[src/rtl/instruction_mem_loader_pkg.sv]
// Shared constants for the instruction-memory loader: byte/word geometry, FSM encoding, length clamp.
package instruction_mem_loader_pkg;

  localparam int BYTE_W        = 8;
  localparam int WORD_BYTES    = 4;
  localparam int WORD_W        = BYTE_W * WORD_BYTES;
  localparam int IM_ADDR_SHIFT = 2;
  localparam int LEN_W         = 9;

  localparam logic [2:0] ST_IDLE    = 3'd0;
  localparam logic [2:0] ST_COLLECT = 3'd1;
  localparam logic [2:0] ST_WRITE   = 3'd2;
  localparam logic [2:0] ST_CHECK   = 3'd3;
  localparam logic [2:0] ST_FINISH  = 3'd4;

  function automatic logic [LEN_W-1:0] clamp_len(input logic [LEN_W-1:0] len, input int max_words);
    return (int'(len) > max_words) ? LEN_W'(max_words) : len;
  endfunction

endpackage

[src/rtl/instruction_mem_loader_if.sv]
// Host byte link plus IM write port of the loader; master = host/IM side, slave = loader.
interface instruction_mem_loader_if;
  import instruction_mem_loader_pkg::*;

  logic              START_IL;
  logic [LEN_W-1:0]  LEN_IL;
  logic [BYTE_W-1:0] DATA_IL;
  logic              VALID_IL;
  logic              READY_IL;
  logic              WE_IM;
  logic [WORD_W-1:0] WA_IM;
  logic [WORD_W-1:0] WD_IM;
  logic              BUSY_IL;
  logic              DONE_IL;
  logic              ERR_IL;

  modport master (
    output START_IL, LEN_IL, DATA_IL, VALID_IL,
    input  READY_IL, WE_IM, WA_IM, WD_IM, BUSY_IL, DONE_IL, ERR_IL
  );

  modport slave (
    input  START_IL, LEN_IL, DATA_IL, VALID_IL,
    output READY_IL, WE_IM, WA_IM, WD_IM, BUSY_IL, DONE_IL, ERR_IL
  );

endinterface

[src/rtl/instruction_mem_loader_word_assembler.sv]
// Packs four stream bytes into a little-endian word; o_word already includes the byte on i_byte.
module instruction_mem_loader_word_assembler
  import instruction_mem_loader_pkg::*;
(
  input  logic              clk,
  input  logic              rst_n,
  input  logic              i_clear,
  input  logic              i_shift,
  input  logic [BYTE_W-1:0] i_byte,
  output logic [WORD_W-1:0] o_word,
  output logic              o_full
);

  localparam int CNT_W = $clog2(WORD_BYTES);

  logic [CNT_W-1:0]         r_cnt;
  // Only the three older bytes need storage; the newest arrives on i_byte.
  logic [WORD_W-BYTE_W-1:0] r_sr;

  assign o_word = {i_byte, r_sr};
  assign o_full = i_shift && (r_cnt == CNT_W'(WORD_BYTES - 1));

  // NOTE: sequential state uses non-blocking assignments so every register samples pre-edge values.
  always_ff @(posedge clk or negedge rst_n) begin
    if (!rst_n) begin
      r_cnt <= '0;
      r_sr  <= '0;
    end else if (i_clear) begin
      r_cnt <= '0;
      r_sr  <= '0;
    end else if (i_shift) begin
      r_cnt <= r_cnt + CNT_W'(1);
      r_sr  <= o_word[WORD_W-1:BYTE_W];
    end
  end

endmodule

[src/rtl/instruction_mem_loader.sv]
// Byte-stream to IM word writer with FSM and word index. Optional trailing XOR checksum word
// is enabled by defining LOADER_CHECKSUM_EN.
module instruction_mem_loader
  import instruction_mem_loader_pkg::*;
#(
  parameter logic [31:0] BASE_ADDR = 32'h0000_0000,
  parameter int          MAX_WORDS = 256
) (
  input  logic                       CLK,
  input  logic                       RST_N,
  instruction_mem_loader_if.slave    bus
);

  logic [2:0]        r_state;
  logic [2:0]        w_state_nxt;
  logic [LEN_W-1:0]  r_len;
  logic [LEN_W-1:0]  r_idx;
  logic [LEN_W-1:0]  w_len_clamped;
  logic [WORD_W-1:0] r_wa;
  logic [WORD_W-1:0] r_wd;
  logic [WORD_W-1:0] w_word;
  logic              w_start;
  logic              w_ready;
  logic              w_take;
  logic              w_full;
  logic              w_last_word;

  assign w_start       = bus.START_IL && (r_state == ST_IDLE);
  assign w_len_clamped = clamp_len(bus.LEN_IL, MAX_WORDS);
`ifdef LOADER_CHECKSUM_EN
  assign w_ready       = (r_state == ST_COLLECT) || (r_state == ST_CHECK);
`else
  assign w_ready       = (r_state == ST_COLLECT);
`endif
  assign w_take        = w_ready && bus.VALID_IL;
  assign w_last_word   = (r_idx + LEN_W'(1)) == r_len;

  instruction_mem_loader_word_assembler u_asm (
    .clk     (CLK),
    .rst_n   (RST_N),
    .i_clear (w_start),
    .i_shift (w_take),
    .i_byte  (bus.DATA_IL),
    .o_word  (w_word),
    .o_full  (w_full)
  );

  always_comb begin
    // NOTE: default first so no path leaves w_state_nxt unassigned (no latch).
    w_state_nxt = r_state;
    case (r_state)
      ST_IDLE:    if (w_start) w_state_nxt = (w_len_clamped == '0) ? ST_FINISH : ST_COLLECT;
      ST_COLLECT: if (w_full)  w_state_nxt = ST_WRITE;
`ifdef LOADER_CHECKSUM_EN
      ST_WRITE:   w_state_nxt = w_last_word ? ST_CHECK : ST_COLLECT;
      ST_CHECK:   if (w_full)  w_state_nxt = ST_FINISH;
`else
      ST_WRITE:   w_state_nxt = w_last_word ? ST_FINISH : ST_COLLECT;
`endif
      ST_FINISH:  w_state_nxt = ST_IDLE;
      default:    w_state_nxt = ST_IDLE;
    endcase
  end

  always_ff @(posedge CLK or negedge RST_N) begin
    if (!RST_N) begin
      r_state <= ST_IDLE;
      r_len   <= '0;
      r_idx   <= '0;
      r_wa    <= '0;
      r_wd    <= '0;
    end else begin
      r_state <= w_state_nxt;
      if (w_start) begin
        r_len <= w_len_clamped;
        r_idx <= '0;
      end
      // Address/data are captured with the 4th byte so WRITE presents them with no extra cycle.
      if ((r_state == ST_COLLECT) && w_full) begin
        r_wa <= BASE_ADDR + (WORD_W'(r_idx) << IM_ADDR_SHIFT);
        r_wd <= w_word;
      end
      if (r_state == ST_WRITE) r_idx <= r_idx + LEN_W'(1);
    end
  end

`ifdef LOADER_CHECKSUM_EN
  logic [WORD_W-1:0] r_csum;
  logic              r_err;

  always_ff @(posedge CLK or negedge RST_N) begin
    if (!RST_N) begin
      r_csum <= '0;
      r_err  <= 1'b0;
    end else if (w_start) begin
      r_csum <= '0;
      r_err  <= 1'b0;
    end else begin
      if (r_state == ST_WRITE) r_csum <= r_csum ^ r_wd;
      if ((r_state == ST_CHECK) && w_full && (w_word != r_csum)) r_err <= 1'b1;
    end
  end

  assign bus.ERR_IL = r_err;
`else
  assign bus.ERR_IL = 1'b0;
`endif

  assign bus.READY_IL = w_ready;
  assign bus.WE_IM    = (r_state == ST_WRITE);
  assign bus.WA_IM    = r_wa;
  assign bus.WD_IM    = r_wd;
  assign bus.BUSY_IL  = (r_state == ST_COLLECT) || (r_state == ST_WRITE) || (r_state == ST_CHECK);
  assign bus.DONE_IL  = (r_state == ST_FINISH);

endmodule

[src/flat_wrapper.sv]
// flat-port wrapper written by rule: the top's interface ports become plain ports
module instruction_mem_loader_flat import instruction_mem_loader_pkg::*;
#(
  parameter logic [31:0] BASE_ADDR = 32'h0000_0000,
  parameter int          MAX_WORDS = 256
)
  (CLK, RST_N, bus_START_IL, bus_LEN_IL, bus_DATA_IL, bus_VALID_IL, bus_READY_IL, bus_WE_IM, bus_WA_IM, bus_WD_IM, bus_BUSY_IL, bus_DONE_IL, bus_ERR_IL);
  instruction_mem_loader_if bus_i ();
  input  logic CLK;
  input  logic RST_N;
  input wire logic [$bits(bus_i.START_IL)-1:0] bus_START_IL;
  input wire logic [$bits(bus_i.LEN_IL)-1:0] bus_LEN_IL;
  input wire logic [$bits(bus_i.DATA_IL)-1:0] bus_DATA_IL;
  input wire logic [$bits(bus_i.VALID_IL)-1:0] bus_VALID_IL;
  output wire logic [$bits(bus_i.READY_IL)-1:0] bus_READY_IL;
  output wire logic [$bits(bus_i.WE_IM)-1:0] bus_WE_IM;
  output wire logic [$bits(bus_i.WA_IM)-1:0] bus_WA_IM;
  output wire logic [$bits(bus_i.WD_IM)-1:0] bus_WD_IM;
  output wire logic [$bits(bus_i.BUSY_IL)-1:0] bus_BUSY_IL;
  output wire logic [$bits(bus_i.DONE_IL)-1:0] bus_DONE_IL;
  output wire logic [$bits(bus_i.ERR_IL)-1:0] bus_ERR_IL;
  assign bus_i.START_IL = bus_START_IL;
  assign bus_i.LEN_IL = bus_LEN_IL;
  assign bus_i.DATA_IL = bus_DATA_IL;
  assign bus_i.VALID_IL = bus_VALID_IL;
  assign bus_READY_IL = bus_i.READY_IL;
  assign bus_WE_IM = bus_i.WE_IM;
  assign bus_WA_IM = bus_i.WA_IM;
  assign bus_WD_IM = bus_i.WD_IM;
  assign bus_BUSY_IL = bus_i.BUSY_IL;
  assign bus_DONE_IL = bus_i.DONE_IL;
  assign bus_ERR_IL = bus_i.ERR_IL;
  instruction_mem_loader #(.BASE_ADDR(BASE_ADDR), .MAX_WORDS(MAX_WORDS)) u_core (.CLK(CLK), .RST_N(RST_N), .bus(bus_i));
endmodule
[config.mk]
export PLATFORM = sky130hd
export DESIGN_NAME = instruction_mem_loader_flat
export DESIGN_NICKNAME = d
export VERILOG_FILES = /design/src/rtl/instruction_mem_loader_pkg.sv /design/src/rtl/instruction_mem_loader_if.sv /design/src/rtl/instruction_mem_loader_word_assembler.sv /design/src/rtl/instruction_mem_loader.sv /design/src/flat_wrapper.sv
export SDC_FILE = /design/constraint.sdc
export NUM_CORES = 1
export LEC_CHECK = 0
export CAP_MARGIN = 10
export CORE_MARGIN = 3
export CORE_UTILIZATION = 51
export DETAILED_ROUTE_END_ITERATION = 10
export PLACE_DENSITY = 0.78
export RECOVER_POWER = 100
export SLEW_MARGIN = 0
export SYNTH_ARGS = -nofsm -noshare
export SYNTH_HDL_FRONTEND = slang
export SYNTH_SLANG_ARGS = --single-unit
[constraint.sdc]
create_clock -name CLK -period 5.5 [get_ports CLK]
set_input_delay 1.65 -clock CLK [delete_from_list [all_inputs] [get_ports CLK]]
set_output_delay 1.65 -clock CLK [all_outputs]
set_load 0.01 [all_outputs]
==> impl_summary.log, run 1 <==
[metrics] result of the run: finished with violations
[metrics] violated checks: capacitance limit, slew limit
[metrics] number of antenna violations at the first check in global routing: 0
[metrics] period utilization: 72.42%
[metrics] Post-CTS Setup Repair Bufs: 0
[metrics] Final Setup Violations: 0
[metrics] leakage component of the power: 2.246 nW
[metrics] clock tree from TritonCTS: built
[metrics] CP Cell Sequence: clkbuf_1 -> clkbuf_2
[metrics] clock latency at the later pin of the worst-skew pair: 0.35 ns
[metrics] synth unique cells: 41
[metrics] Final Util: 64.20%
[metrics] synthesized area divided by synthesized cell count: 10.89 sq um
[metrics] maximum buffer depth of the clock tree: 2
[metrics] quantity of hold-fixing buffers added after cts: 0
[metrics] Final Critical Period: 3.983 ns
[metrics] number of global-route vias before repair: 2,590
[metrics] Clock transition at path regs: 0.09 ns
[metrics] DR vias: 2,743
[metrics] area occupied by registers: 2202 sq um
[metrics] weighted congestion at the end of routability-driven global placement: 0.8066
[metrics] Layout fillers: 592
[metrics] H-tree level count: 3
[metrics] Post-synth ARST share: 100.0%
[metrics] power per unit of standard cell area: 474.4 nW/um^2
[metrics] Die Footprint: 9026 sq um
[metrics] Die Y-Extent: 95.01 um
[metrics] maximum VDD drop: 0.3223 mV
[metrics] total DRC errors in the routed layout: 0
[metrics] total congestion overflow: 0
[metrics] count of boundary I/O pins: 90
[metrics] routed wire length: 7441 um
[metrics] arrival time worst endpoint: 4.27 ns
[metrics] Required @ worst endpoint: 5.79 ns
[metrics] PostCTS Resize Cnt: 0
[metrics] largest fanout of any net on the critical path: 48
[metrics] residual antenna-violating net count after detailed routing: 0
[metrics] highest clock frequency the design can meet: 251.0 MHz
[metrics] final-layout setup total negative slack: 0 ns
[metrics] final antenna diode count: 0
[metrics] EDFF count, synth: 0
[metrics] Synth Warn #: 0
[metrics] buffers added on ports: 65
[metrics] RSZ-0062 raised after global routing: false
[metrics] DRT Pass-1 Iters: 4
[metrics] final-report hold violation count: 0
[metrics] share of final-layout standard cells stronger than drive strength 1: 11.60%
[metrics] most common library cell in the layout ignoring fill and taps: dfrtp_1
[metrics] CTS sink cnt: 88
[metrics] Initial Utilization: 53.97%
[metrics] die width: 95.01 um
[metrics] P&R area growth vs syn: 18.95%
[metrics] drt wl/cell: 14.04 um
[metrics] Setup Slack @ Placement: 1.866 ns
[metrics] Core Box Area: 7486 sq um
[metrics] Core Rows: 31
[metrics] detailed placement HPWL: 5202 um
[metrics] sort of element at the end of the critical path: asynchronous set/reset pin
[metrics] largest delay contributor family on the critical path: buffers and inverters
[metrics] DR iter-0 viols: 182
[metrics] flop2flop setup slack: 2.73 ns
[metrics] register bit count reported by yosys: 88
[metrics] commonest non-fill, non-tap cells in the layout: dfrtp_1, nand2_1, dlygate4sd3_1, o21ai_0, mux2_2
[metrics] max incr delay on CP: 1.48 ns
[metrics] critical path buffer and inverter count: 2
[metrics] number of buffers inserted during clock tree synthesis: 9
[metrics] final setup margin: 1.517 ns
[metrics] final worst clock skew: 0.01332 ns
[metrics] Vias per Instance: 5.175
[metrics] CTS root buf: clkbuf_8
[metrics] Worst Setup Start Kind: primary input
[metrics] Synth Flop Type: dfrtp_1
[metrics] area of combinational cells with multiple inputs: 1602 sq um
[metrics] cell at the slowest stage of the critical path: clkbuf_1
[metrics] Crit Path Category: in -> async
[metrics] type of the worst min-delay path: reg -> reg
[metrics] worst max-slew margin expressed relative to the limit: -41.29%
[metrics] Slew Viols, Final: 85
[metrics] count of mapped cells out of synthesis: 371
[metrics] worst-case hold slack: 0.4863 ns
[metrics] transition time at the pin with the least slew margin: 2.119 ns
[metrics] post-synthesis instance area: 4040 sq um
[metrics] wire length of the first global-routing pass: 12,680 um
[metrics] total of max-cap violations: 2
[metrics] final net count: 449
[metrics] GRT Total Usage: 17.86%
[metrics] register area share after synthesis: 54.51%
[metrics] maximum number of pins on one net before global-route repair: 52
report_power, final:
part	switching (W)	leakage (nW)	total [W]	internal [W]
combinational	0.000355	0.997	0.000762	0.000407
clock	0.000235	0.109	0.000464	0.000230
sequential	0.000164	1.14	0.00105	0.000889
layer usage:
metal | GRT usage (%) | vias to the layer above | routed length [um] | part of all wire [%]
met5 | 0 | - | 0 | 0
met4 | 5.769 | 0 | 67 | 0.90
met3 | 3.665 | 8 | 374 | 5.0
met2 | 26.31 | 86 | 3485 | 47
met1 | 26.46 | 1318 | 3514 | 47
li1 | - | 1331 | - | -
flip-flops by register name (all words and copies together), names as in the netlist:
register	count
u_core.bus.WD_IM	32
u_core.u_asm.r_sr	24
u_core.bus.WA_IM	9
u_core.r_idx	9
u_core.r_len	9
u_core.r_state	3
u_core.u_asm.r_cnt	2
area by class of cell:
class	instances	area share, %
clock buffers	10	2.864
clock inverters	6	1.588
inverters	1	0.07810
multi-input cells	258	33.32
flip-flops and latches	88	45.82
well taps	99	2.577
repair buffers	68	13.75
cell usage after synthesis (all sizes together) (3+ instances only):
cell	number	area (sq um)
nor2	12	45.04
dfrtp	88	2202
and2	3	18.77
xor2	3	26.28
buf	34	270.3
mux2	42	473.0
nand2b	8	50.05
mux2i	3	30.03
o41ai	4	35.03
and3	5	31.28
o21ai	43	215.2
nand2	68	255.2
clkbuf	13	48.80
a21oi	6	30.03
nand3	4	20.02
xnor2	9	86.34
worst reg2reg max path: cells and delay by family, from the launching register on:
family,cells,cell delay (ns)
AND/OR/NAND/NOR,3,1.72
multiplexers,1,0.48
flip-flops,1,0.45
final timing paths:
path,cells after the start,startpoint,endpoint
max,2,RST_N,u_core.u_asm.r_sr[22]
min,1,u_core.bus.WD_IM[5],u_core.bus.WD_IM[5]
max reg2reg,4,u_core.r_state[1],u_core.bus.WD_IM[17]
min reg2reg,1,u_core.bus.WD_IM[5],u_core.bus.WD_IM[5]
max in group CLK,3,bus_VALID_IL,u_core.bus.WD_IM[17]
min in group asynchronous,1,RST_N,u_core.r_len[0]
kinds of logic (layout without fill, tap and decap cells):
group                      Yosys count  count (layout)  share of synthesized area (%)
and+or+nand+nor                    110             110                          12.14
DFF                                 88              88                          54.51
AOI/OAI and AO/OA                   65              65                          9.415
buffers and inverters               48              85                          7.990
muxes                               45              45                          12.45
xor gates and xnor gates            12              12                          2.788
adders and majority gates            2               2                         0.6193
other                                1              24                        0.09282
stage by stage:
stage / instance area [sq um] / std cells / power, W
global route: 4806 / 530 / 0.002452
CTS: 4817 / 530 / 0.002364
global placement: 4603 / 514 / 0.001860
floorplan: 4126 / 394 / 0.001511
detailed placement: 4603 / 514 / 0.001899
finish: 4806 / 530 / 0.002280
(Power assumes the default switching activity.)
==> run 2: changes to the inputs <==
--- a/config.mk
+++ b/config.mk
@@ -7,9 +7,9 @@
 export LEC_CHECK = 0
 export CAP_MARGIN = 10
 export CORE_MARGIN = 3
-export CORE_UTILIZATION = 51
+export CORE_UTILIZATION = 50
 export DETAILED_ROUTE_END_ITERATION = 10
-export PLACE_DENSITY = 0.78
+export PLACE_DENSITY = 0.76
 export RECOVER_POWER = 100
 export SLEW_MARGIN = 0
 export SYNTH_ARGS = -nofsm -noshare
==> constraint.sdc (replaced) <==
create_clock -name CLK -period 3.75 [get_ports CLK]
set_input_delay 1.125 -clock CLK [delete_from_list [all_inputs] [get_ports CLK]]
set_output_delay 1.125 -clock CLK [all_outputs]
set_load 0.01 [all_outputs]
==> impl_summary.log, run 2 (synthesized netlist as in run 1, its figures left out) <==
[metrics] result of the run: finished with violations
[metrics] violated checks: capacitance limit, slew limit
[metrics] Die Y-Extent: 95.89 um (+0.93%)
[metrics] net switching power figure: 0.001108 W (+47%)
[metrics] final antenna diode count: 0 (unchanged)
[metrics] most common library cell in the layout ignoring fill and taps: dfrtp_1
[metrics] area of combinational cells with multiple inputs: 1603 sq um (about the same)
[metrics] drt wl/cell: 13.91 um (-0.90%)
[metrics] area occupied by registers: 2202 sq um (unchanged)
[metrics] number of buffers inserted during clock tree synthesis: 9 (unchanged)
[metrics] cell count after placement: 518 (+0.78%)
[metrics] buffers added on ports: 65 (unchanged)
[metrics] residual antenna-violating net count after detailed routing: 0 (unchanged)
[metrics] sort of element at the end of the critical path: primary output
[metrics] Worst Setup Start Kind: flip-flop
[metrics] CTS sink cnt: 88 (unchanged)
[metrics] final net count: 450 (+0.22%)
[metrics] count of boundary I/O pins: 90 (unchanged)
[metrics] Final Critical Period: 3.153 ns
[metrics] Vias per Instance: 5.176 (about the same)
[metrics] H-tree level count: 3 (unchanged)
[metrics] leakage component of the power: 2.237 nW (-0.39%)
[metrics] P&R area growth vs syn: 18.40%
[metrics] final setup margin: 0.5970 ns (-0.9197 ns)
[metrics] Final Setup Violations: 0 (unchanged)
[metrics] largest fanout of any net on the critical path: 12 (-75%)
[metrics] Post-CTS Setup Repair Bufs: 0 (unchanged)
[metrics] non-filler instance count after layout: 534 (+0.75%)
[metrics] PostCTS Resize Cnt: 0 (unchanged)
[metrics] highest clock frequency the design can meet: 317.2 MHz
[metrics] Clock transition at path regs: 0.09 ns (about the same)
[metrics] share of total power in sequential cells: 47.5% (+1.3 points)
[metrics] Crit Path Category: reg -> out
[metrics] type of the worst min-delay path: reg -> reg
[metrics] clock tree from TritonCTS: built
[metrics] clock share of power: 18.1% (-2.3 points)
[metrics] Logic pwr share: 34.3% (+0.9 points)
[metrics] maximum number of pins on one net before global-route repair: 89 (+71%)
[metrics] wire length of the first global-routing pass: 12,450 um (-1.8%)
[metrics] routed wire length: 7430 um (-0.15%)
[metrics] DRT Pass-1 Iters: 4 (unchanged)
[metrics] DR vias: 2,764 (+0.77%)
[metrics] transition time at the pin with the least slew margin: 2.087 ns (-0.03235 ns)
[metrics] Slew Viols, Final: 89 (+4.7%)
[metrics] Setup Slack @ Placement: 0.8885 ns (-0.9777 ns)
[metrics] final worst clock skew: 0.01381 ns (+0.0004933 ns)
[metrics] die width: 95.89 um (+0.93%)
[metrics] max reg flops: 32 (unchanged)
[metrics] GRT Total Usage: 17.23% (-0.63 points)
[metrics] period utilization: 84.08%
[metrics] clock latency at the later pin of the worst-skew pair: 0.35 ns (about the same)
[metrics] number of global-route vias before repair: 2,609 (+0.73%)
[metrics] CTS root buf: clkbuf_8
[metrics] Layout fillers: 640 (+8.1%)
[metrics] arrival time worst endpoint: 2.03 ns (-2.24 ns)
[metrics] share of final-layout standard cells stronger than drive strength 1: 12.50% (+0.90 points)
[metrics] commonest non-fill, non-tap cells in the layout: dfrtp_1, nand2_1, dlygate4sd3_1, o21ai_0, mux2_2
[metrics] maximum VDD drop: 0.3605 mV (+12%)
[metrics] Initial Utilization: 52.01% (-2.0 points)
[metrics] detailed placement HPWL: 5154 um (-0.92%)
[metrics] Core Rows: 32 (+3.2%)
[metrics] quantity of hold-fixing buffers added after cts: 0 (unchanged)
[metrics] Required @ worst endpoint: 2.62 ns (-3.17 ns)
[metrics] total of max-cap violations: 1 (-1)
[metrics] RSZ-0062 raised after global routing: false
[metrics] Die Footprint: 9195 sq um (+1.9%)
[metrics] worst max-slew margin expressed relative to the limit: -39.13% (+2.2 points)
[metrics] number of antenna violations at the first check in global routing: 0 (unchanged)
[metrics] maximum buffer depth of the clock tree: 2 (unchanged)
[metrics] Net Sw Frac: 34.00% (+0.94 points)
[metrics] total congestion overflow: 0 (unchanged)
[metrics] Final Util: 61.58% (-2.6 points)
[metrics] final-layout setup total negative slack: 0 ns (unchanged)
[metrics] DR iter-0 viols: 176 (-3.3%)
[metrics] weighted congestion at the end of routability-driven global placement: 0.8041 (-0.31%)
[metrics] total DRC errors in the routed layout: 0 (unchanged)
[metrics] internal portion of total power: 0.002150 W (+41%)
[metrics] final-report hold violation count: 0 (unchanged)
[metrics] Core Box Area: 7767 sq um (+3.8%)
[metrics] power per unit of standard cell area: 681.1 nW/um^2 (+44%)
==> run 2: cell types whose count changed in the layout (fill, tap and decap cells not counted), sizes merged <==
cell and change:
inv +2, buf +1, bufinv -1, clkbuf -1
clkinv -1, clkinvlp +1
==> run 2: final cells by class <==
type | instances | share of cell area (%)
sequential | 88 | 46.04
inverter | 1 | 0.07847
tap | 102 | 2.668
clock buffer | 9 | 2.590
clock inverter | 7 | 1.099
timing repair buffer | 69 | 14.02
multi-input combinational | 258 | 33.51
==> run 2: through the flow <==
step / area [sq um] / hold slack [ns] / power, W
final: 4783 / 0.4877 / 0.003258
after global routing: 4783 / 0.5094 / 0.003503
after CTS: 4791 / 0.4975 / 0.003382
after detailed placement: 4614 / 0.4761 / 0.002789
after global placement: 4614 / 0.4689 / 0.002726
after floorplan: 4126 / 0.4550 / 0.002215
==> run 2: routing by layer <==
metal  wire length [um]  GRT usage (%)  up-vias
li1                   -              -     1334
met1               3530          24.47     1342
met2               3452          26.64       75
met3                312          2.580       13
met4                134          6.991        0
met5                  0              0        -
==> run 2: power groups by stage <==
stage	Sequential (W)	Combinational [W]	Clock (W)
after floorplan	0.00160	0.000619	0
after global placement	0.00156	0.00116	0
after detailed placement	0.00158	0.00121	0
after CTS	0.00156	0.00121	0.000607
after global routing	0.00160	0.00126	0.000649
final	0.00155	0.00112	0.000591
==> run 2: path summary, 6_finish.rpt <==
path	cells past startpoint	end	start	slack (ns)
min in group asynchronous	1	u_core.bus.WD_IM[10]	RST_N	1.37
setup / recovery	5	bus_WE_IM	u_core.r_state[0]	0.60
hold / removal	1	u_core.bus.WD_IM[27]	u_core.bus.WD_IM[27]	0.49
max in group asynchronous	1	u_core.r_len[4]	RST_N	1.16
setup reg to reg	5	u_core.bus.WD_IM[17]	u_core.r_state[1]	1.45
hold reg to reg	1	u_core.bus.WD_IM[27]	u_core.bus.WD_IM[27]	0.49
==> run 2: worst max-delay path, stage by stage (launching register included) <==
cell and delay [ns]:
dfrtp_1 0.47, nor2_1 0.15, nand2_1 0.07, buf_4 0.19, inv_1 0.18, dlygate4sd3_1 0.64
